==> config.mk <==
export PLATFORM = sky130hd
export DESIGN_NAME = mdio_master_ctrl
export DESIGN_NICKNAME = d
export VERILOG_FILES = /design/src/rtl/mdio_master_ctrl.sv
export SDC_FILE = /design/constraint.sdc
export NUM_CORES = 1
export LEC_CHECK = 0
export CAP_MARGIN = 20
export CORE_UTILIZATION = 50
export CTS_CLUSTER_SIZE = 8
export DETAILED_ROUTE_END_ITERATION = 6
export PLACE_DENSITY = 0.77
export SYNTH_ARGS = -nofsm -noshare
export SYNTH_HDL_FRONTEND = slang
export SYNTH_SLANG_ARGS = --single-unit
==> constraint.sdc <==
create_clock -name CLK -period 2.75 [get_ports CLK]
set_clock_uncertainty 0.05 [all_clocks]
set_input_delay 0.4125 -clock CLK [delete_from_list [all_inputs] [get_ports CLK]]
set_output_delay 0.4125 -clock CLK [all_outputs]
set_load 0.01 [all_outputs]
==> src/rtl/mdio_master_ctrl.sv <==
// mdio_master_ctrl: Clause-22 MDIO management master.
// Accepts one 32-bit frame from the host, derives MDC from CLK, and shifts
// the frame out MSB first. On reads it releases the line at turnaround and
// captures 16 data bits from MDIO_IN.
// Build option: define PREAMBLE_EN to send 32 MDC cycles of ones before
// each frame.
module mdio_master_ctrl #(
  parameter int MDC_DIV = 2
) (
  input  logic        CLK,
  input  logic        reset,
  input  logic [31:0] T_DATA,
  input  logic        T_STB,
  input  logic        MDIO_IN,
  output logic        MDC,
  output logic        MDIO_OUT,
  output logic        MDIO_OE,
  output logic [15:0] RD_DATA,
  output logic        DATA_RDY,
  output logic        BUSY
);

  localparam int DW = (MDC_DIV > 1) ? $clog2(MDC_DIV) : 1;
  localparam logic [DW-1:0] DIV_LAST = DW'(MDC_DIV - 1);

  typedef enum logic [1:0] {
    S_IDLE  = 2'd0,
    S_PRE   = 2'd1,
    S_SHIFT = 2'd2,
    S_DONE  = 2'd3
  } state_t;

  state_t          state_q, state_d;
  logic [DW-1:0]   div_cnt_q, div_cnt_d;
  logic            mdc_q, mdc_d;
  logic [5:0]      bit_cnt_q, bit_cnt_d;
  logic [31:0]     frame_q, frame_d;
  logic [15:0]     sh_q, sh_d;
  logic [15:0]     rd_data_q, rd_data_d;
  logic            out_q, out_d;
  logic            oe_q, oe_d;

  logic            wrap, fall_evt, rise_evt;
  logic            op_ok, is_rd;

  // MDC edge events: a divider wrap toggles MDC, direction set by its level
  assign wrap     = (div_cnt_q == DIV_LAST);
  assign fall_evt = wrap &  mdc_q;
  assign rise_evt = wrap & ~mdc_q;
  assign op_ok    = (T_DATA[29:28] == 2'b01) || (T_DATA[29:28] == 2'b10);
  assign is_rd    = (frame_q[29:28] == 2'b10);

  // State register
  always_ff @(posedge CLK or posedge reset) begin
    if (reset) state_q <= S_IDLE;
    else       state_q <= state_d;
  end

  // Next-state: frame phases advance only on MDC falling events
  always_comb begin
    state_d = state_q;
    case (state_q)
      S_IDLE: begin
        if (T_STB && op_ok) begin
`ifdef PREAMBLE_EN
          state_d = S_PRE;
`else
          state_d = S_SHIFT;
`endif
        end
      end
      S_PRE: begin
        if (fall_evt && (bit_cnt_q == 6'd31)) state_d = S_SHIFT;
      end
      S_SHIFT: begin
        if (fall_evt && (bit_cnt_q == 6'd32)) state_d = S_DONE;
      end
      default: state_d = S_IDLE;
    endcase
  end

  // Datapath registers
  always_ff @(posedge CLK or posedge reset) begin
    if (reset) begin
      div_cnt_q <= '0;
      mdc_q     <= 1'b0;
      bit_cnt_q <= '0;
      frame_q   <= '0;
      sh_q      <= '0;
      rd_data_q <= '0;
      out_q     <= 1'b0;
      oe_q      <= 1'b0;
    end else begin
      div_cnt_q <= div_cnt_d;
      mdc_q     <= mdc_d;
      bit_cnt_q <= bit_cnt_d;
      frame_q   <= frame_d;
      sh_q      <= sh_d;
      rd_data_q <= rd_data_d;
      out_q     <= out_d;
      oe_q      <= oe_d;
    end
  end

  // Datapath next values: divider, launch on fall, sample on rise
  always_comb begin
    div_cnt_d = wrap ? '0 : div_cnt_q + 1'b1;
    mdc_d     = wrap ? ~mdc_q : mdc_q;
    bit_cnt_d = bit_cnt_q;
    frame_d   = frame_q;
    sh_d      = sh_q;
    rd_data_d = rd_data_q;
    out_d     = out_q;
    oe_d      = oe_q;
    case (state_q)
      S_IDLE: begin
        if (T_STB && op_ok) begin
          frame_d   = T_DATA;
          bit_cnt_d = '0;
        end
      end
`ifdef PREAMBLE_EN
      S_PRE: begin
        if (fall_evt) begin
          out_d     = 1'b1;
          oe_d      = 1'b1;
          bit_cnt_d = (bit_cnt_q == 6'd31) ? 6'd0 : bit_cnt_q + 6'd1;
        end
      end
`endif
      S_SHIFT: begin
        if (fall_evt) begin
          if (bit_cnt_q < 6'd32) begin
            // reads drop OE from the turnaround onward and park the line low
            oe_d      = !is_rd || (bit_cnt_q < 6'd14);
            out_d     = oe_d ? frame_q[~bit_cnt_q[4:0]] : 1'b0;
            bit_cnt_d = bit_cnt_q + 6'd1;
          end else begin
            oe_d  = 1'b0;
            out_d = 1'b0;
            if (is_rd) rd_data_d = sh_q;
          end
        end
        // counter already points past the launched bit: 17..32 => bits 16..31
        if (rise_evt && is_rd && (bit_cnt_q >= 6'd17) && (bit_cnt_q <= 6'd32))
          sh_d = {sh_q[14:0], MDIO_IN};
      end
      S_DONE: begin
        bit_cnt_d = '0;
      end
      default: ;
    endcase
  end

  // Outputs: status decoded from state, line signals straight from flops
  always_comb begin
    BUSY     = (state_q == S_PRE) || (state_q == S_SHIFT);
    DATA_RDY = (state_q == S_DONE) && is_rd;
    MDC      = mdc_q;
    MDIO_OUT = out_q;
    MDIO_OE  = oe_q;
    RD_DATA  = rd_data_q;
  end

endmodule

==> flow_metrics.tcl, run 1 <==
set metrics [dict create \
    dpl.cell_count 397 \
    gp_congestion 0.762 \
    syn_area_per_cell_um2 14.1 \
    ys.flop_type "dfrtp_1" \
    placementRows 30 \
    syn_nets 296 \
    wl_mm 6.23 \
    routedWlPerCell_um 15.1 \
    path_clk_slew_ns 0.09 \
    start_kind "flop" \
    setup_tns_ns 0 \
    dr.pass1.iters 4 \
    area_growth_pct 23.3 \
    initial_core_util_pct 52.0 \
    pin_count 57 \
    drive_above_1_share_pct 31.2 \
    multi_input_area_um2 1490 \
    crit_family "buffers and inverters" \
    clock_sinks 76 \
    hp-class "in -> async" \
    fin_cells 413 \
    p_clk_share_pct 39.3 \
    fin_crit_sh_pct 79.3 \
    gr-total-overflow 0 \
    synth-seq-cells 76 \
    register_area_um2 1900 \
    finalHoldViolations 0 \
    num_vias 2159 \
    ys_seq_area_share_pct 53.8 \
    die_area_um2 7400 \
    synth.area.top_cells "dfrtp_1, mux2_2, ha_1" \
    rsz0062_at_grt "false" \
    power.switching_mw 0.465 \
    synth.largest_area_cell "dfrtp_1" \
    fin_nets 357 \
    place_hpwl_mm 4.37 \
    final_max_slew_viol_count 0 \
    swShare_pct 23.6 \
    port_buffers 56 \
    synth_area_um2 3530 \
    reg2regPathDepth 6 \
    route.detailed.drc 0 \
    crit_chain "and2b_1 -> and2_1 -> clkdlybuf4s50_1" \
    clock_path_buffers 2 \
    critical_path_class "reg -> out" \
    grt_pass1_vias 2178 \
    nFillCells 526 \
    ir_worst_vdd_mv 0.333 \
    die_w_um 86.1 \
    end_kind "primary output" \
    antenna_found_initial 0 \
    outcome "finished clean" \
    post-cts-setup-buffers 0 \
    holdBufCountCts 0 \
    reg2reg_slack_ns 0.64 \
    combPwrFrac_pct 4.0 \
    setup_viol 0 \
    synth_top_area_share_pct 53.8 \
    cts_resized 0 \
    cts_tree "done" \
    syn_inst 251 \
    seqPwrFrac_pct 56.7 \
    yosys_warnings 0 \
    arrival_ns 1.72 \
    worst_pin_slew_ns 0.815 \
    crit_required_ns 2.29 \
    cellLeakagePower_nw 2.15 \
    max_freq_mhz 458 \
    p_per_area_nw_per_um2 453 \
    path_max_fanout 4 \
    grt_start_max_net_pins 77 \
    critical_path.max_stage_delay_ns 0.53 \
    postLayoutCellArea_um2 4350 \
    maxCapViolations 0 \
    clk_latency_ns 0.34 \
    grtUsageTotal_pct 19.1 \
    viasPerCell 5.23 \
    crit_buf_inv 1 \
    core_um2 6790 \
    async_flop_share_pct 100 \
    placed_cell_area_um2 4180 \
    antenna_cells 0 \
    yosysUniqueCellTypes 43 \
    internal-power_mw 1.50 \
    synth_edf_count 0 \
    max-slew-margin-rel_pct 45.7 \
    h-tree-depth 3 \
    period_minus_slack_ns 2.18 \
    grt_pass1_wl_mm 10.7 \
    cts_root_buffer "clkbuf_8" \
    cp_slowest_cell "clkdlybuf4s50_1" \
    reg2reg_from "state_q[0]$_DFFE_PP0P_" \
    die_h_um 86.1 \
    drt_iter0_drc 176 \
    reg2reg_to "sh_q[15]$_DFFE_PP0P_" \
    antenna_left 0 \
    numCtsBuffers 9 \
]
-- metrics by stage --
step	setup WS (ns)	util [%]	hold WS [ns]	total power [mW]
after floorplan	0.349	-	0.420	1.16
final	0.568	64.1	0.418	1.97
after CTS	0.545	64.1	0.432	2.00
after global placement	0.567	61.5	0.419	1.22
after global routing	0.489	64.1	0.460	2.06
after detailed placement	0.526	61.5	0.414	1.22
-- worst reg2reg max path: cells and delay by family, from the launching register on --
kind                     cells  cell delay (ns)
adder cells (fa/ha/maj)      1             0.45
flip-flops                   1             0.45
AO/OA/AOI/OAI                2             0.44
multiplexers                 1             0.35
AND/OR/NAND/NOR              1             0.16
buffers and inverters        1             0.11
-- sequential cells by signal (all words and copies together) (netlist names) --
| signal | flops |
|---|---|
| RD_DATA | 16 |
| state_q | 2 |
| MDC | 1 |
| MDIO_OE | 1 |
| div_cnt_q | 1 |
| bit_cnt_q | 6 |
| MDIO_OUT | 1 |
| frame_q | 32 |
| sh_q | 16 |
-- power by group through the flow --
stage / Combinational (mW) / Clock (mW) / Sequential (mW)
after floorplan: 0.0187 / 0 / 1.14
after global placement: 0.0808 / 0 / 1.14
after detailed placement: 0.0815 / 0 / 1.14
after CTS: 0.0818 / 0.805 / 1.12
after global routing: 0.0870 / 0.858 / 1.12
final: 0.0790 / 0.774 / 1.12
-- cells in the mapped netlist, types with 2 or more instances --
master and n:
dfrtp_1 76, mux2_2 65, nand2_1 12, ha_1 9, inv_1 7, a21oi_1 6, nand3_1 6, o21ai_0 6
buf_2 5, nor2_1 5, mux2i_1 4, mux4_1 4, a22o_1 3, buf_6 3, clkbuf_8 3, nand2b_1 3
and2_1 2, buf_4 2, nand4b_1 2, nor3_1 2, o22a_1 2, or2_2 2, xor2_1 2
-- logic make-up (layout without fill, tap and decap cells) --
kind of cell	Yosys count	after routing	share of synthesized area, %
xor+xnor	2	2	0.496
flops	76	76	53.8
compound gates	27	27	5.67
simple gates	42	42	6.62
fa+ha+maj	9	9	3.19
buf+inv	20	86	4.00
mux	75	75	26.2
-- how the worst max path moves through the flow --
stage	startpoint	endpoint	slack, ns	cells past startpoint
2_1_floorplan	reset	MDC$_DFFE_PP0P_	0.35	1
3_5_place_dp	T_DATA[28]	bit_cnt_q[5]$_DFFE_PP0P_	0.53	6
6_report	frame_q[28]$_DFFE_PP0P_	DATA_RDY	0.57	3
5_1_grt	frame_q[28]$_DFFE_PP0P_	DATA_RDY	0.49	3
4_1_cts	frame_q[28]$_DFFE_PP0P_	DATA_RDY	0.55	3
3_3_place_gp	T_DATA[28]	bit_cnt_q[5]$_DFFE_PP0P_	0.57	6
-- routing by layer --
metal  global-route usage, %  wire, um  vias to the layer above
li1                        -         -                     1028
met1                    27.0      2980                     1078
met2                    29.6      2980                       44
met3                    4.33       189                        9
met4                    5.45        86                        0
met5                       0         0                        -
-- placed cells by master (no fill, tap or decap), types with 2 or more instances in the layout --
| cell type | n |
|---|---|
| dfrtp_1 | 76 |
| mux2_2 | 65 |
| clkdlybuf4s50_1 | 56 |
| nand2_1 | 12 |
| ha_1 | 9 |
| clkbuf_8 | 9 |
| nand3_1 | 6 |
| o21ai_0 | 6 |
| inv_1 | 6 |
| a21oi_1 | 6 |
| nor2_1 | 5 |
| buf_4 | 5 |
| mux2i_1 | 4 |
| mux4_1 | 4 |
| nand2b_1 | 3 |
| a22o_1 | 3 |
| inv_6 | 3 |
| xor2_1 | 2 |
| nand4b_1 | 2 |
| o22a_1 | 2 |
| or2_2 | 2 |
| and2_1 | 2 |
| nor3_1 | 2 |
| clkinv_2 | 2 |
| buf_12 | 2 |
-- area by class of cell --
class / count / share of cell area, %
sequential: 76 / 43.7
multi-input combinational: 155 / 34.2
timing repair buffer: 63 / 14.7
clock buffer: 9 / 2.84
tap: 96 / 2.76
clock inverter: 7 / 1.26
inverter: 7 / 0.603
No activity file was read; power rests on OpenSTA's default activity.
==> run 2, diff against run 1 <==
==> constraint.sdc (replaced) <==
create_clock -name CLK -period 2.2 [get_ports CLK]
set_clock_uncertainty 0.05 [all_clocks]
set_input_delay 0.33 -clock CLK [delete_from_list [all_inputs] [get_ports CLK]]
set_output_delay 0.33 -clock CLK [all_outputs]
set_load 0.01 [all_outputs]
==> flow_metrics.tcl, run 2 (synthesis gave the netlist of run 1 again) <==
set metrics [dict create \
    fin_util_pct 65.8 \
    drt_iter0_drc 108 \
    final_cell_mix "dfrtp_1, mux2_2, clkdlybuf4s50_1" \
    port_buffers 56 \
    die_h_um 86.1 \
    regMostFlops "frame_q" \
    period_minus_slack_ns 2.08 \
    grtUsageTotal_pct 19.4 \
    max_freq_mhz 482 \
    fin_nets 363 \
    largest_reg_flops 32 \
    ir_worst_vdd_mv 0.433 \
    path_clk_slew_ns 0.08 \
    critical_path_class "reg -> out" \
    fin_crit_sh_pct 94.4 \
    die_area_um2 7400 \
    core_um2 6790 \
    cts_tree "done" \
    grt_start_max_net_pins 31 \
    rsz0062_at_grt "false" \
    hp-class "in -> async" \
    placementRows 30 \
    setup_tns_ns 0 \
    gp_congestion 0.800 \
    grt_pass1_wl_mm 10.8 \
    cellLeakagePower_nw 2.19 \
    timing.hold.ws_ns 0.341 \
    crit_required_ns 1.82 \
    dr.pass1.iters 4 \
    antenna_cells 0 \
    num_vias 2190 \
    placed_cell_area_um2 4220 \
    start_kind "flop" \
    grt_pass1_vias 2228 \
    drive_above_1_share_pct 32.4 \
    finalHoldViolations 0 \
    initial_core_util_pct 52.0 \
    arrival_ns 1.70 \
    viasPerCell 5.25 \
    wl_mm 6.32 \
    holdBufCountCts 0 \
    numCtsBuffers 9 \
    clk_latency_ns 0.34 \
    mostFrequentLayoutCell "dfrtp_1" \
    outcome "finished clean" \
    die_w_um 86.1 \
    p_per_area_nw_per_um2 617 \
    place_hpwl_mm 4.46 \
    postLayoutCellArea_um2 4470 \
    setup_viol 0 \
    clock_sinks 76 \
    end_kind "primary output" \
    cts_root_buffer "clkbuf_8" \
    worst_pin_slew_ns 0.585 \
    antenna_left 0 \
    route.detailed.drc 0 \
    power_mw 2.76 \
    gr-total-overflow 0 \
    max-slew-margin-rel_pct 60.9 \
    routedWlPerCell_um 15.1 \
    path_max_fanout 4 \
    h-tree-depth 3 \
    maxCapViolations 0 \
    clock_path_buffers 2 \
    antenna_found_initial 0 \
    area_growth_pct 26.5 \
    final_max_slew_viol_count 0 \
    pin_count 57 \
]
-- run 2: changes by cell type in the layout (fill, tap and decap cells not counted), sizes merged --
cell | previous run | this run
buf | 7 | 13
clkinv | 2 | 1
bufinv | 0 | 3
clkbuf | 9 | 10
inv | 11 | 6
-- run 2: area by class of cell --
| cell class | count | area, um2 |
|---|---|---|
| fill | 515 | 2320 |
| sequential | 76 | 1900 |
| multi-input combinational | 155 | 1500 |
| timing repair buffer | 69 | 683 |
| clock buffer | 10 | 138 |
| tap | 96 | 120 |
| clock inverter | 4 | 98.8 |
| inverter | 7 | 30.0 |
-- run 2: metal layers --
layer	track usage, %	up-vias	share of wire, %
li1	-	1034	-
met1	25.8	1095	46
met2	30.2	53	48
met3	5.20	8	3.5
met4	7.88	0	1.7
met5	0	-	0
-- run 2: worst max-delay path, stage by stage (launching register included) --
cell and delay [ns]:
dfrtp_1 0.40, and2b_1 0.28, and2_1 0.15, clkdlybuf4s50_1 0.52
-- run 2: power breakdown --
part	switching, mW	total, mW	leakage, nW	internal [mW]
sequential	0.000682	1.40	1.02	1.40
clock	0.483	1.26	0.118	0.774
combinational	0.0392	0.101	1.05	0.0619
total	0.523	2.76	2.19	2.23
-- run 2: repair_timing --
action | CTS | global route
buffers inserted | 0 | 0
gates resized for setup | 0 | 2
setup endpoints to repair | 0 | 17
hold endpoints to repair | 0 | 0
-- run 2: stage by stage --
stage	setup WS [ns]	std cells
2_1_floorplan	0.257	251
3_3_place_gp	0.174	403
3_5_place_dp	0.0884	403
4_1_cts	0.0827	417
5_1_grt	0.0344	417
6_report	0.123	417
-- run 2: final timing paths --
path	from	end	slack (ns)	depth (start not counted)
max	frame_q[28]$_DFFE_PP0P_	DATA_RDY	0.12	3
min	reset	RD_DATA[0]$_DFFE_PP0P_	0.34	2
max reg2reg	bit_cnt_q[0]$_DFFE_PP0P_	sh_q[1]$_DFFE_PP0P_	0.25	5
min reg2reg	MDIO_OE$_DFFE_PP0P_	MDIO_OE$_DFFE_PP0P_	0.44	1
max in group asynchronous	reset	sh_q[10]$_DFFE_PP0P_	1.18	3
min in group CLK	MDIO_OE$_DFFE_PP0P_	MDIO_OE$_DFFE_PP0P_	0.44	1
